<file path="src/rtl/mport_arbiter.sv">
// mport_arbiter: round-robin arbiter that lets NUM_PORTS cache-side
// requesters share one M9K block-RAM port and one SDRAM controller port.
//
// Ports
//   clk, rst_l          clock, asynchronous active-low reset
//   req_valid[p]        port p request, held until resp_done[p]
//   req_op[p]           00 r_one, 01 w_one, 10 r_line, 11 w_line
//   req_addr[p]         word address; MSB selects M9K (1) or SDRAM (0)
//   req_line_store[p]   write line (word 0 used by single ops)
//   resp_line_read      shared read line, valid while resp_done pulses
//   resp_done[p]        one-cycle completion pulse to the granted port
//   SDRAM_*             SDRAM controller side (beat-serialised words)
//   m9k_*               M9K side (one 32-bit word per access)
//   fsm_state           current arbiter state, for observation only
//
// Handshakes: a requester raises req_valid and holds it and its op,
// address and data stable until it sees resp_done; the arbiter latches
// everything at grant, so a requester that drops early is still served.
// On the memory sides the arbiter holds its strobe, address and data until
// the memory returns a one-cycle done; SDRAM_as is only asserted while
// SDRAM_ready is high, and is dropped for one cycle after every done.
module mport_arbiter #(
  parameter int NUM_PORTS  = 2,
  parameter int LINE_WORDS = 4,
  parameter int ADDR_SIZE  = 24,
  parameter int SDRAM_DW   = 16,
  parameter int SDRAM_AW   = 23
) (
  input  logic                               clk,
  input  logic                               rst_l,
  input  logic [NUM_PORTS-1:0]               req_valid,
  input  logic [NUM_PORTS*2-1:0]             req_op,
  input  logic [NUM_PORTS*ADDR_SIZE-1:0]     req_addr,
  input  logic [NUM_PORTS*LINE_WORDS*32-1:0] req_line_store,
  output logic [LINE_WORDS*32-1:0]           resp_line_read,
  output logic [NUM_PORTS-1:0]               resp_done,
  output logic                               SDRAM_pll_locked,
  input  logic                               SDRAM_ready,
  output logic                               SDRAM_as,
  output logic                               SDRAM_rw,
  output logic [SDRAM_AW-1:0]                SDRAM_addr,
  output logic [SDRAM_DW-1:0]                SDRAM_data_write,
  input  logic [SDRAM_DW-1:0]                SDRAM_data_read,
  input  logic                               SDRAM_done,
  output logic                               m9k_w_en,
  output logic                               m9k_r_en,
  output logic [14:0]                        m9k_addr,
  output logic [31:0]                        m9k_data_store,
  input  logic [31:0]                        m9k_data_load,
  input  logic                               m9k_done,
  output logic [2:0]                         fsm_state
);

  localparam int BEATS = 32 / SDRAM_DW;
  localparam int PW    = (NUM_PORTS > 1) ? $clog2(NUM_PORTS) : 1;
  localparam int WI    = (LINE_WORDS > 1) ? $clog2(LINE_WORDS) : 1;
  localparam int CW    = $clog2(LINE_WORDS + 1);
  localparam int BW    = (BEATS > 1) ? $clog2(BEATS) : 1;
  localparam logic [ADDR_SIZE-1:0] LINE_MASK = ~ADDR_SIZE'(LINE_WORDS - 1);

  typedef enum logic [2:0] {
    IDLE      = 3'd0,
    GRANT     = 3'd1,
    M9K_REQ   = 3'd2,
    SDRAM_REQ = 3'd3,
    SDRAM_GAP = 3'd4,
    RESP      = 3'd5
  } state_t;

  state_t                    state;
  logic [PW-1:0]             rr_ptr;
  logic [PW-1:0]             gnt_port;
  logic [1:0]                cur_op;
  logic [ADDR_SIZE-1:0]      cur_addr;
  logic [LINE_WORDS*32-1:0]  store_q;
  logic [CW-1:0]             word_ctr;
  logic [CW-1:0]             count;
  logic [BW-1:0]             beat_ctr;

  // Round-robin pick: scan from rr_ptr upward, wrapping, first valid wins.
  int                        cand;
  logic                      pick_found;
  logic [PW-1:0]             pick_port;
  logic [PW-1:0]             rr_next;
  logic [1:0]                sel_op;
  logic [ADDR_SIZE-1:0]      sel_addr;
  logic [LINE_WORDS*32-1:0]  sel_store;

  always_comb begin
    cand       = 0;
    pick_found = 1'b0;
    pick_port  = '0;
    for (int i = 0; i < NUM_PORTS; i++) begin
      cand = int'(rr_ptr) + i;
      if (cand >= NUM_PORTS) cand = cand - NUM_PORTS;
      if (!pick_found && req_valid[PW'(cand)]) begin
        pick_found = 1'b1;
        pick_port  = PW'(cand);
      end
    end
  end

  assign rr_next   = (pick_port == PW'(NUM_PORTS - 1)) ? '0 : pick_port + PW'(1);
  assign sel_op    = req_op[pick_port*2 +: 2];
  assign sel_addr  = req_addr[pick_port*ADDR_SIZE +: ADDR_SIZE];
  assign sel_store = req_line_store[pick_port*LINE_WORDS*32 +: LINE_WORDS*32];

  // Current word: line base (already aligned at grant) plus word index.
  logic [ADDR_SIZE-1:0] word_addr;
  logic [WI-1:0]        word_idx;
  logic [31:0]          store_word;

  assign word_addr  = cur_addr + ADDR_SIZE'(word_ctr);
  assign word_idx   = word_ctr[WI-1:0];
  assign store_word = store_q[word_idx*32 +: 32];

  always_ff @(posedge clk or negedge rst_l) begin
    if (!rst_l) begin
      state          <= IDLE;
      rr_ptr         <= '0;
      gnt_port       <= '0;
      cur_op         <= '0;
      cur_addr       <= '0;
      store_q        <= '0;
      word_ctr       <= '0;
      count          <= '0;
      beat_ctr       <= '0;
      resp_line_read <= '0;
    end else begin
      case (state)
        IDLE: begin
          if (pick_found) begin
            gnt_port <= pick_port;
            rr_ptr   <= rr_next;
            cur_op   <= sel_op;
            // Line ops always start at the line-aligned base address.
            cur_addr <= sel_op[1] ? (sel_addr & LINE_MASK) : sel_addr;
            store_q  <= sel_store;
            state    <= GRANT;
          end
        end
        GRANT: begin
          word_ctr <= '0;
          beat_ctr <= '0;
          count    <= cur_op[1] ? CW'(LINE_WORDS) : CW'(1);
          state    <= cur_addr[ADDR_SIZE-1] ? M9K_REQ : SDRAM_REQ;
        end
        M9K_REQ: begin
          if (m9k_done) begin
            if (!cur_op[0]) resp_line_read[word_idx*32 +: 32] <= m9k_data_load;
            word_ctr <= word_ctr + CW'(1);
            if (word_ctr + CW'(1) == count) state <= RESP;
          end
        end
        SDRAM_REQ: begin
          if (SDRAM_done) begin
            if (!cur_op[0])
              resp_line_read[word_idx*32 + int'(beat_ctr)*SDRAM_DW +: SDRAM_DW] <= SDRAM_data_read;
            state <= SDRAM_GAP;
          end
        end
        SDRAM_GAP: begin
          // Address strobe is low here; advance to the next beat or word.
          if (beat_ctr == BW'(BEATS - 1)) begin
            beat_ctr <= '0;
            word_ctr <= word_ctr + CW'(1);
            state    <= (word_ctr + CW'(1) == count) ? RESP : SDRAM_REQ;
          end else begin
            beat_ctr <= beat_ctr + BW'(1);
            state    <= SDRAM_REQ;
          end
        end
        RESP:    state <= IDLE;
        default: state <= IDLE;
      endcase
    end
  end

  // Memory-side outputs are decoded from registered state and counters;
  // SDRAM_as additionally follows SDRAM_ready in the same cycle so the
  // controller never sees a strobe while it is not ready.
  always_comb begin
    resp_done        = '0;
    SDRAM_as         = 1'b0;
    SDRAM_rw         = 1'b0;
    SDRAM_addr       = '0;
    SDRAM_data_write = '0;
    m9k_w_en         = 1'b0;
    m9k_r_en         = 1'b0;
    m9k_addr         = '0;
    m9k_data_store   = '0;
    case (state)
      M9K_REQ: begin
        m9k_w_en = cur_op[0];
        m9k_r_en = !cur_op[0];
        m9k_addr = word_addr[14:0];
        if (cur_op[0]) m9k_data_store = store_word;
      end
      SDRAM_REQ: begin
        SDRAM_as   = SDRAM_ready;
        SDRAM_rw   = cur_op[0];
        // {word address, beat}, truncated to the SDRAM address width.
        SDRAM_addr = SDRAM_AW'(word_addr) * SDRAM_AW'(BEATS) + SDRAM_AW'(beat_ctr);
        if (cur_op[0]) SDRAM_data_write = store_word[int'(beat_ctr)*SDRAM_DW +: SDRAM_DW];
      end
      RESP: resp_done[gnt_port] = 1'b1;
      default: ;
    endcase
  end

  assign SDRAM_pll_locked = 1'b1;
  assign fsm_state        = state;

endmodule

</file>
<file path="config.mk">
export PLATFORM = sky130hd
export DESIGN_NAME = mport_arbiter
export DESIGN_NICKNAME = d
export VERILOG_FILES = /design/src/rtl/mport_arbiter.sv
export SDC_FILE = /design/constraint.sdc
export NUM_CORES = 1
export LEC_CHECK = 0
export ABC_AREA = 1
export BUFFER_PORTS_ARGS = -buffer_cell sky130_fd_sc_hd__buf_2
export CAP_MARGIN = 20
export CORE_AREA = 2 2 230 232
export DETAILED_ROUTE_END_ITERATION = 8
export DIE_AREA = 0 0 232 234
export GPL_ROUTABILITY_DRIVEN = 0
export PLACE_DENSITY = 0.69
export SLEW_MARGIN = 20
export SYNTH_ARGS = -nofsm -noshare
export SYNTH_HDL_FRONTEND = slang
export SYNTH_SLANG_ARGS = --single-unit
</file>
<file path="constraint.sdc">
create_clock -name clk -period 4.5 [get_ports clk]
set_input_delay 0.675 -clock clk [delete_from_list [all_inputs] [get_ports clk]]
set_output_delay 0.675 -clock clk [all_outputs]
set_load 0.01 [all_outputs]
</file>
# [Word level (Yosys, flattened, before mapping)]
# Index checks and enable logic that the tools add are counted.
[totals] inputBits=363 wordCells=108 register_bits=294 out_inout_bits=224
[op_classes] order_cmp=6 n_reduce_logical=12 mux=46 n_eq_ne=13 n_shift=9 add_sub_neg=11 multipliers=1
[op_table] cell="two-way mux 128 bit" count=4
[op_table] cell="bitwise mux 128 bit" count=2
[op_table] cell="one-hot mux 128 bit (2 select lines)" count=1
[op_table] cell="indexed part select 256 x 9 -> 128 bit" count=1
[op_table] cell="variable shift 16 x 34 -> 128 bit (first input constant)" count=1
[op_table] cell="variable shift 32 x 34 -> 128 bit (first input constant)" count=1
[op_table] cell="indexed part select 128 x 8 -> 32 bit" count=1
[op_table] cell="indexed part select 16 x 34 -> 128 bit" count=1
[op_table] cell="indexed part select 32 x 34 -> 128 bit" count=1
[op_table] cell="two-way mux 32 bit" count=2
[op_table] cell="indexed part select 48 x 7 -> 24 bit" count=1
[op_table] cell="negator 7 -> 34 bit" count=1
[op_table] cell="negator 8 -> 34 bit" count=1
[op_table] cell="two-way mux 16 bit" count=2
[op_table] cell="indexed part select 32 x 6 -> 16 bit" count=1
[op_table] cell="two-way mux 3 bit" count=9
[op_table] cell="adder 23 x 1 -> 23 bit" count=1
[op_table] cell="two-way mux 23 bit" count=1
[op_table] cell="adder 22 x 3 -> 22 bit" count=1
[op_table] cell="two-way mux 1 bit" count=18
[op_table] cell="two-way mux 15 bit" count=1
[op_table] cell="one-hot mux 3 bit (5 select lines)" count=1
[op_table] cell="!= test 2 bit (second input constant)" count=7
[op_table] cell="one-hot mux 3 bit (3 select lines)" count=1
[op_table] cell="other kinds (28)" count=37

# [Depth between registers and ports, before layout]
# Gate-level depths: netlist (run 1).
[depth] word_depth=12 mapped_depth=19 mapped_depth_nobuf=16

# [Worst setup path after synthesis (run 1)]
# Ideal clock, no wire load.
[synth_path] path_kind="register to register" start="register word_ctr[0]" end="register resp_line_read[21]" arrival_ps=3129 required_time_ps=4379 n_path_buf=4 path_stages_with_launch=18 path_slack_ps=1250 period_less_slack_ps=3250 cell_sequence="dfrtp_1 inv_1 clkbuf_1 clkbuf_1 ha_1 clkbuf_1 nand2_1 nand2_1 nand2_1 ha_1 inv_1 nor2_4 nand4_2 nand2_2 nand2_2 buf_2 nor3_1 nor2_1"
[synth_via] elab_chain_cells=7 word_cells_on_any_way=14 classes_between="add/sub (3); shift (4); mux (7)"
[synth_rtl] item="start: declaration" line="76" rtl="logic [CW-1:0] word_ctr;"
[synth_rtl] item="start signal: assignment" line="151" rtl="word_ctr <= word_ctr + CW'(1);"
[synth_rtl] item="start signal: assignment" line="166" rtl="word_ctr <= word_ctr + CW'(1);"
[synth_rtl] item="adder 7 x 5 -> 8 bit" line="158" rtl="resp_line_read[word_idx*32 + int'(beat_ctr)*SDRAM_DW +: SDRAM_DW] <= SDRAM_data_read;"
[synth_rtl] item="negator 8 -> 34 bit" line="158"
[synth_rtl] item="indexed part select 16 x 34 -> 128 bit or variable shift 16 x 34 -> 128 bit (tied branches)" line="158"
[synth_rtl] item="bitwise mux 128 bit" line="158"
[synth_rtl] item="two-way mux 128 bit" line="157" rtl="if (!cur_op[0])"
[synth_rtl] item="two-way mux 128 bit" line="156" rtl="if (SDRAM_done) begin"
[synth_rtl] item="one-hot mux 128 bit (2 select lines) *" line="130" rtl="case (state)"
[synth_rtl] item="end signal: indexed assignment" line="150" rtl="if (!cur_op[0]) resp_line_read[word_idx*32 +: 32] <= m9k_data_load;"
[synth_rtl] item="end signal: indexed assignment" line="158"
[synth_rtl] item="end: declaration" line="35" rtl="output logic [LINE_WORDS*32-1:0] resp_line_read,"
# Every way passes the cells marked *; elsewhere a longest branch is shown, timed or not. The select of a mux whose other input is x is not followed.
# A chain may end at the register's enable or synchronous reset.

# [Worst setup path in the final report (run 1)]
[layout_path] start="register word_ctr[0]" end="output SDRAM_data_write[6]"
[layout_via] elab_chain_cells=4
[layout_rtl] item="indexed part select 128 x 8 -> 32 bit" line="115" rtl="assign store_word = store_q[word_idx*32 +: 32];"
[layout_rtl] item="indexed part select 32 x 6 -> 16 bit" line="204" rtl="if (cur_op[0]) SDRAM_data_write = store_word[int'(beat_ctr)*SDRAM_DW +: SDRAM_DW];"
[layout_rtl] item="two-way mux 16 bit" line="204"
[layout_rtl] item="two-way mux 16 bit" line="192" rtl="case (state)"
[layout_rtl] item="end: declaration" line="42" rtl="output logic [SDRAM_DW-1:0] SDRAM_data_write,"
# Every way passes these cells.

==> impl_metrics.ini, run 1 <==
[logic_synthesis]
synth_edf_count = 0
synth-warning-count = 0
yosysMostFrequentCell = nand2_1
synth.net_count = 2843
seq_area_frac_synth = 0.4152
synth_top_cell_by_area = dfrtp_1
synthTopCellsByArea = dfrtp_1 42%, nand3_1 11%, nand2_1 10%, nor2_1 8.0%, nand4_1 7.1%
syn-cell-area_mm2 = 0.01760
synthTopCellsByCount = 472 x nand2_1, 398 x nand3_1, 374 x nor2_1, 292 x dfrtp_1, 199 x nand4_1
synthCells = 2465
synth_top_area_share = 0.4152
syn_avg_cell_area_um2 = 7.140
synth-seq-cells = 292
synth.distinct_cells = 41
synthArstFlopShare = 1.000
synth_flop_cell = dfrtp_1

[outcome]
status = finished, final reports clean

[floorplan]
die_area_mm2 = 0.05429
fp.dieW_um = 232
core_region_area_mm2 = 0.05202
die_y_um = 234
start_util = 0.3383
rows = 84
ios = 587

[layout]
drive_above_1_share = 0.2444
instances_no_fill = 3654
fin_util = 0.4255
layout.nets = 3291
area_growth_pct = 25.77

[clock_tree]
cts_root_buffer = clkbuf_16
post_cts_resized = 0
post-cts-setup-buffer-count = 0
cts.sinks = 292
cts_hold_buf = 0
path_clk_slew_ns = 0.06
clk_latency_ns = 0.57
cts-buffers-inserted = 36
cts_buffer_depth = 3
h-tree-depth = 2
cts_tree = yes

[placement]
dp.final_hpwl_mm = 57.24
dp_slack_ns = 0.8049
port_buffers = 582
dp.cells = 3563

[route]
wl_per_cell_um = 21.57
ant_nets = 0
vias_per_cell = 5.608
num_vias = 20490
drcViolationCount = 0
wirelength_mm = 78.83
first_pass_iters = 6
dr.first_iter.drc_count = 2372

[timing]
fin_crit_sh = 0.9037
grt_setup_unrepaired = no
worst_slew_pin_slew_ns = 1.011
hold_viol = 0
setup_viol = 0
hold_ws_ns = 0.1688
layout_min_cycle_time_ns = 4.067
drv_slew = 0
final.setup.worst_slack_ns = 0.4332
fin_skew_ns = 0.02398
fmax_ghz = 0.2459
fin_tns_setup_ns = 0
slew_headroom = 0.3240

[global_routing]
overflow = 0
antenna_found_initial = 28
grt_max_degree = 158
track_usage = 0.2797
grt_pass1_wl_mm = 115.2
grt_pass1_vias = 18890

[setup_path]
worstSetupPathType = flop to primary output
crit_path_start_kind = flop
critPathMaxFanout = 69
endpoint_kind = primary output
crit_arrival_ns = 3.39
cp.required_ns = 3.83

[pwr]
ir_drop_mv = 0.3628
power.density_mw_per_mm2 = 719.1
p_leak_nw = 11.07

[worst_hold_path]
hp-class = input port to asynchronous set/reset pin

[flow_run]
maxCapViolations = 0
[path summary, 6_finish.rpt]
check | startpoint | endpoint | slack [ns] | cells past startpoint
max reg2reg | word_ctr[0]$_DFFE_PN0P_ | resp_line_read[84]$_DFFE_PN0P_ | 0.71 | 12
min in group clk | req_line_store[25] | store_q[25]$_DFFE_PN0P_ | 0.35 | 3
min reg2reg | resp_line_read[9]$_DFFE_PN0P_ | resp_line_read[9]$_DFFE_PN0P_ | 0.47 | 2
max | word_ctr[0]$_DFFE_PN0P_ | SDRAM_data_write[6] | 0.43 | 6
max in group asynchronous | rst_l | resp_line_read[69]$_DFFE_PN0P_ | 3.27 | 2
min | rst_l | resp_line_read[57]$_DFFE_PN0P_ | 0.17 | 1
[metrics by stage]
| step | cell area [um2] | total power [W] |
|---|---|---|
| after floorplan | 17600 | 0.009733 |
| after global placement | 20840 | 0.01267 |
| after detailed placement | 20840 | 0.01271 |
| after CTS | 22060 | 0.01583 |
| after global routing | 22120 | 0.01690 |
| final | 22140 | 0.01592 |
[cell usage in the layout, fill, tap and decap left out, types with 7 or more instances in the layout]
cell,Yosys,layout
a21oi_1,161,161
a32o_1,16,16
a32oi_1,16,16
buf_2,26,580
buf_4,3,31
clkbuf_16,0,36
dfrtp_1,292,289
diode_2,0,28
ha_1,14,14
inv_1,119,117
inv_2,5,7
nand2_1,472,470
nand2_2,15,16
nand3_1,398,398
nand4_1,199,199
nor2_1,374,373
nor3_1,69,69
o21ai_0,34,34
o21bai_1,16,16
o22ai_1,10,10
xor2_1,10,10
[cells by family (layout without fill, tap and decap cells)]
kind of cell | after synthesis | count (layout) | share of synthesized area
DFF | 292 | 292 | 0.4152
buffers and inverters | 334 | 807 | 0.07756
adders and majority gates | 15 | 15 | 0.01109
xor gates and xnor gates | 15 | 15 | 0.007464
other | 1 | 29 | 0.0002131
AOI/OAI and AO/OA | 264 | 264 | 0.08879
muxes | 3 | 3 | 0.001777
and+or+nand+nor | 1541 | 1541 | 0.3980
[registers in the layout, summed over array words and instances (netlist names), 2 cells and up]
name            count
resp_line_read    128
store_q           128
cur_addr           23
fsm_state           3
word_ctr            3
count               2
cur_op              2
[metal layers]
layer,vias to the layer above,global-route usage,share of wire
met5,-,0,0.00093
met4,10,0.1917,0.072
met3,233,0.05897,0.094
met2,1268,0.4553,0.47
met1,9638,0.3324,0.36
li1,9344,-,-
[power by group]
part | leakage (nW) | internal [W] | switching, W
clock network | 0.600 | 0.00182 | 0.00123
logic | 6.81 | 0.00240 | 0.00551
registers | 3.66 | 0.00385 | 0.00112
[critical path: stages, from the launching register on]
cell     delay (ns)
dfrtp_4        0.73
buf_4          0.70
a21oi_1        0.23
a32oi_1        0.60
o21ai_0        0.17
a21oi_1        0.20
buf_2          0.17
[layout make-up]
class | count | area (um2)
antenna | 28 | 70.07
tap | 688 | 860.8
inverter | 128 | 485.5
multi-input combinational | 1839 | 8952
sequential | 292 | 7316
clock inverter | 15 | 215.2
fill | 5399 | 29890
timing repair buffer | 616 | 3231
clock buffer | 48 | 1006
Power figures use the tool's default switching activity.
==> run 2, diff against run 1 <==
--- a/config.mk
+++ b/config.mk
@@ -6,13 +6,13 @@
 export NUM_CORES = 1
 export LEC_CHECK = 0
 export ABC_AREA = 1
-export BUFFER_PORTS_ARGS = -buffer_cell sky130_fd_sc_hd__buf_2
 export CAP_MARGIN = 20
-export CORE_AREA = 2 2 230 232
+export CORE_AREA = 2 2 226 228
 export DETAILED_ROUTE_END_ITERATION = 8
-export DIE_AREA = 0 0 232 234
+export DIE_AREA = 0 0 228 230
+export DONT_BUFFER_PORTS = 1
 export GPL_ROUTABILITY_DRIVEN = 0
-export PLACE_DENSITY = 0.69
+export PLACE_DENSITY = 0.6
 export SLEW_MARGIN = 20
 export SYNTH_ARGS = -nofsm -noshare
 export SYNTH_HDL_FRONTEND = slang
==> run 2 against run 1 <==
  * The run now ends with negative hold slack, max-slew violations left
  * Clock power is essentially flat
  * Critical path depth is the same
  * Critical endpoint is now SDRAM_data_write[12]
  * Critical path type unchanged
  * Core utilization shrank 4.2 points
  * Via count decreased by 11%
  * Final cell count fell by 17%
  * Routed wire length decreased by 6.0%
  * Largest power group unchanged
  * Hold slack worse by 0.33 ns
==> impl_metrics.ini, run 2 (synthesis results as in run 1) <==
[pwr]
netSwitchingFraction = 0.4972
p_seq_frac = 0.353
p_switching_w = 0.007473
p_leak_nw = 8.508
combinationalPowerShare = 0.442
internal_power_w = 0.007557
power.density_mw_per_mm2 = 785.9
ir_drop_mv = 0.3811
power.share.clock = 0.205

[timing]
drv_slew = 113
fin_tns_setup_ns = 0
fin_skew_ns = 0.01691
hold_viol = 76
fin_crit_sh = 0.9142
layout_min_cycle_time_ns = 4.114
worst_slew_pin_slew_ns = 1.716
slew_headroom = -0.1442
setup_viol = 0
fmax_ghz = 0.2431
hold_ws_ns = -0.1600
grt_setup_unrepaired = no

[floorplan]
die_area_mm2 = 0.05244
start_util = 0.3530
core_region_area_mm2 = 0.04986
fp.dieW_um = 228
rows = 82
die_y_um = 230
ios = 587

[global_routing]
track_usage = 0.2728
top_usage_layer = met2
antenna_found_initial = 11
overflow = 0
met1_usage = 0.3156
grt_pass1_vias = 17570
use_met2 = 0.4582
grt_pass1_wl_mm = 110.5
grt_use_met3 = 0.07267
grt_max_degree = 293

[route]
num_vias = 18270
wl_per_cell_um = 24.43
ant_nets = 0
wirelength_mm = 74.11
dr.first_iter.drc_count = 2010
first_pass_iters = 8
vias_per_cell = 6.025
drcViolationCount = 0

[layout]
layout.nets = 2702
multi_input_area_mm2 = 0.008952
register_area_mm2 = 0.007316
final_cell_mix = 470 x nand2_1, 398 x nand3_1, 373 x nor2_1, 289 x dfrtp_1, 199 x nand4_1
fillCellCount = 5270
final_common_cell = nand2_1
drive_above_1_share = 0.05492
area_growth_pct = 8.659
top_regs = resp_line_read x128, store_q x128, cur_addr x23

[clock_tree]
cts-buffers-inserted = 36
cts_buffer_depth = 3
path_clk_slew_ns = 0.05
cts.sinks = 292
post_cts_resized = 0
cts_tree = yes
h-tree-depth = 2
post-cts-setup-buffer-count = 0
cts_root_buffer = clkbuf_16
clk_latency_ns = 0.55

[setup_path]
crit_family = compound AO/OA/AOI/OAI gates
slowest_delay_ns = 0.66
ff2ff_setup_slack_ns = 0.71
critPathMaxFanout = 64
cp_cell_sequence = inv_2 -> buf_4 -> nand2_1 -> a32oi_1 -> o21ai_0 -> a21oi_1
cp.required_ns = 3.83
crit_arrival_ns = 3.44
setup.worst_path.start = word_ctr[0]$_DFFE_PN0P_
cpMaxStageDelayCell = dfrtp_4
crit_buf_inv = 2
endpoint_kind = primary output
worstSetupPathType = flop to primary output
rr_startpoint = word_ctr[0]$_DFFE_PN0P_
crit_path_start_kind = flop

[placement]
dp.final_hpwl_mm = 53.06
port_buffers = 0

[worst_hold_path]
hp-class = input port to asynchronous set/reset pin

[outcome]
status = complete, but fails checks
violations = negative hold slack, max-slew violations

[flow_run]
maxCapViolations = 0
==> run 2: per-stage QoR <==
| step | util | power, W | instances | worst slack [ns] | area [um2] |
|---|---|---|---|---|---|
| 2_1_floorplan | - | 0.009733 | 2465 | 1.250 | 17600 |
| 3_3_place_gp | 0.3579 | 0.01169 | 2958 | 0.8484 | 17840 |
| 3_5_place_dp | 0.3579 | 0.01181 | 2958 | 0.7458 | 17840 |
| 4_1_cts | 0.3829 | 0.01494 | 3021 | 0.2646 | 19090 |
| 5_1_grt | 0.3835 | 0.01593 | 3032 | 0.1413 | 19120 |
| 6_report | 0.3835 | 0.01503 | 3033 | 0.3861 | 19120 |
==> run 2: final timing paths <==
path / end / cells after the start
max: SDRAM_data_write[12] / 6
min: resp_line_read[14]$_DFFE_PN0P_ / 0
max reg2reg: resp_line_read[111]$_DFFE_PN0P_ / 13
min reg2reg: store_q[96]$_DFFE_PN0P_ / 2
max in group asynchronous: resp_line_read[1]$_DFFE_PN0P_ / 0
min in group clk: cur_addr[20]$_DFFE_PN0P_ / 2
==> run 2: cell type report <==
class / instances / area share
tap: 672 / 0.04396
antenna: 12 / 0.001570
timing repair buffer: 27 / 0.01322
clock inverter: 9 / 0.007131
clock buffer: 54 / 0.05810
multi-input combinational: 1839 / 0.4681
inverter: 128 / 0.02538
sequential: 292 / 0.3825
==> run 2: metal layers <==
layer / vias up / part of all wire / wire [um]
met5: - / 0 / 0
met4: 0 / 0.064 / 4776
met3: 227 / 0.099 / 7353
met2: 1093 / 0.47 / 35160
met1: 8825 / 0.36 / 26810
li1: 8129 / - / -
==> run 2: power groups by stage <==
stage               combinational (W)  clock [W]  sequential (W)
finish                        0.00664    0.00308         0.00531
global route                  0.00727    0.00322         0.00544
CTS                           0.00651    0.00313         0.00530
detailed placement            0.00649          0         0.00532
global placement              0.00639          0         0.00531
floorplan                     0.00504          0         0.00469
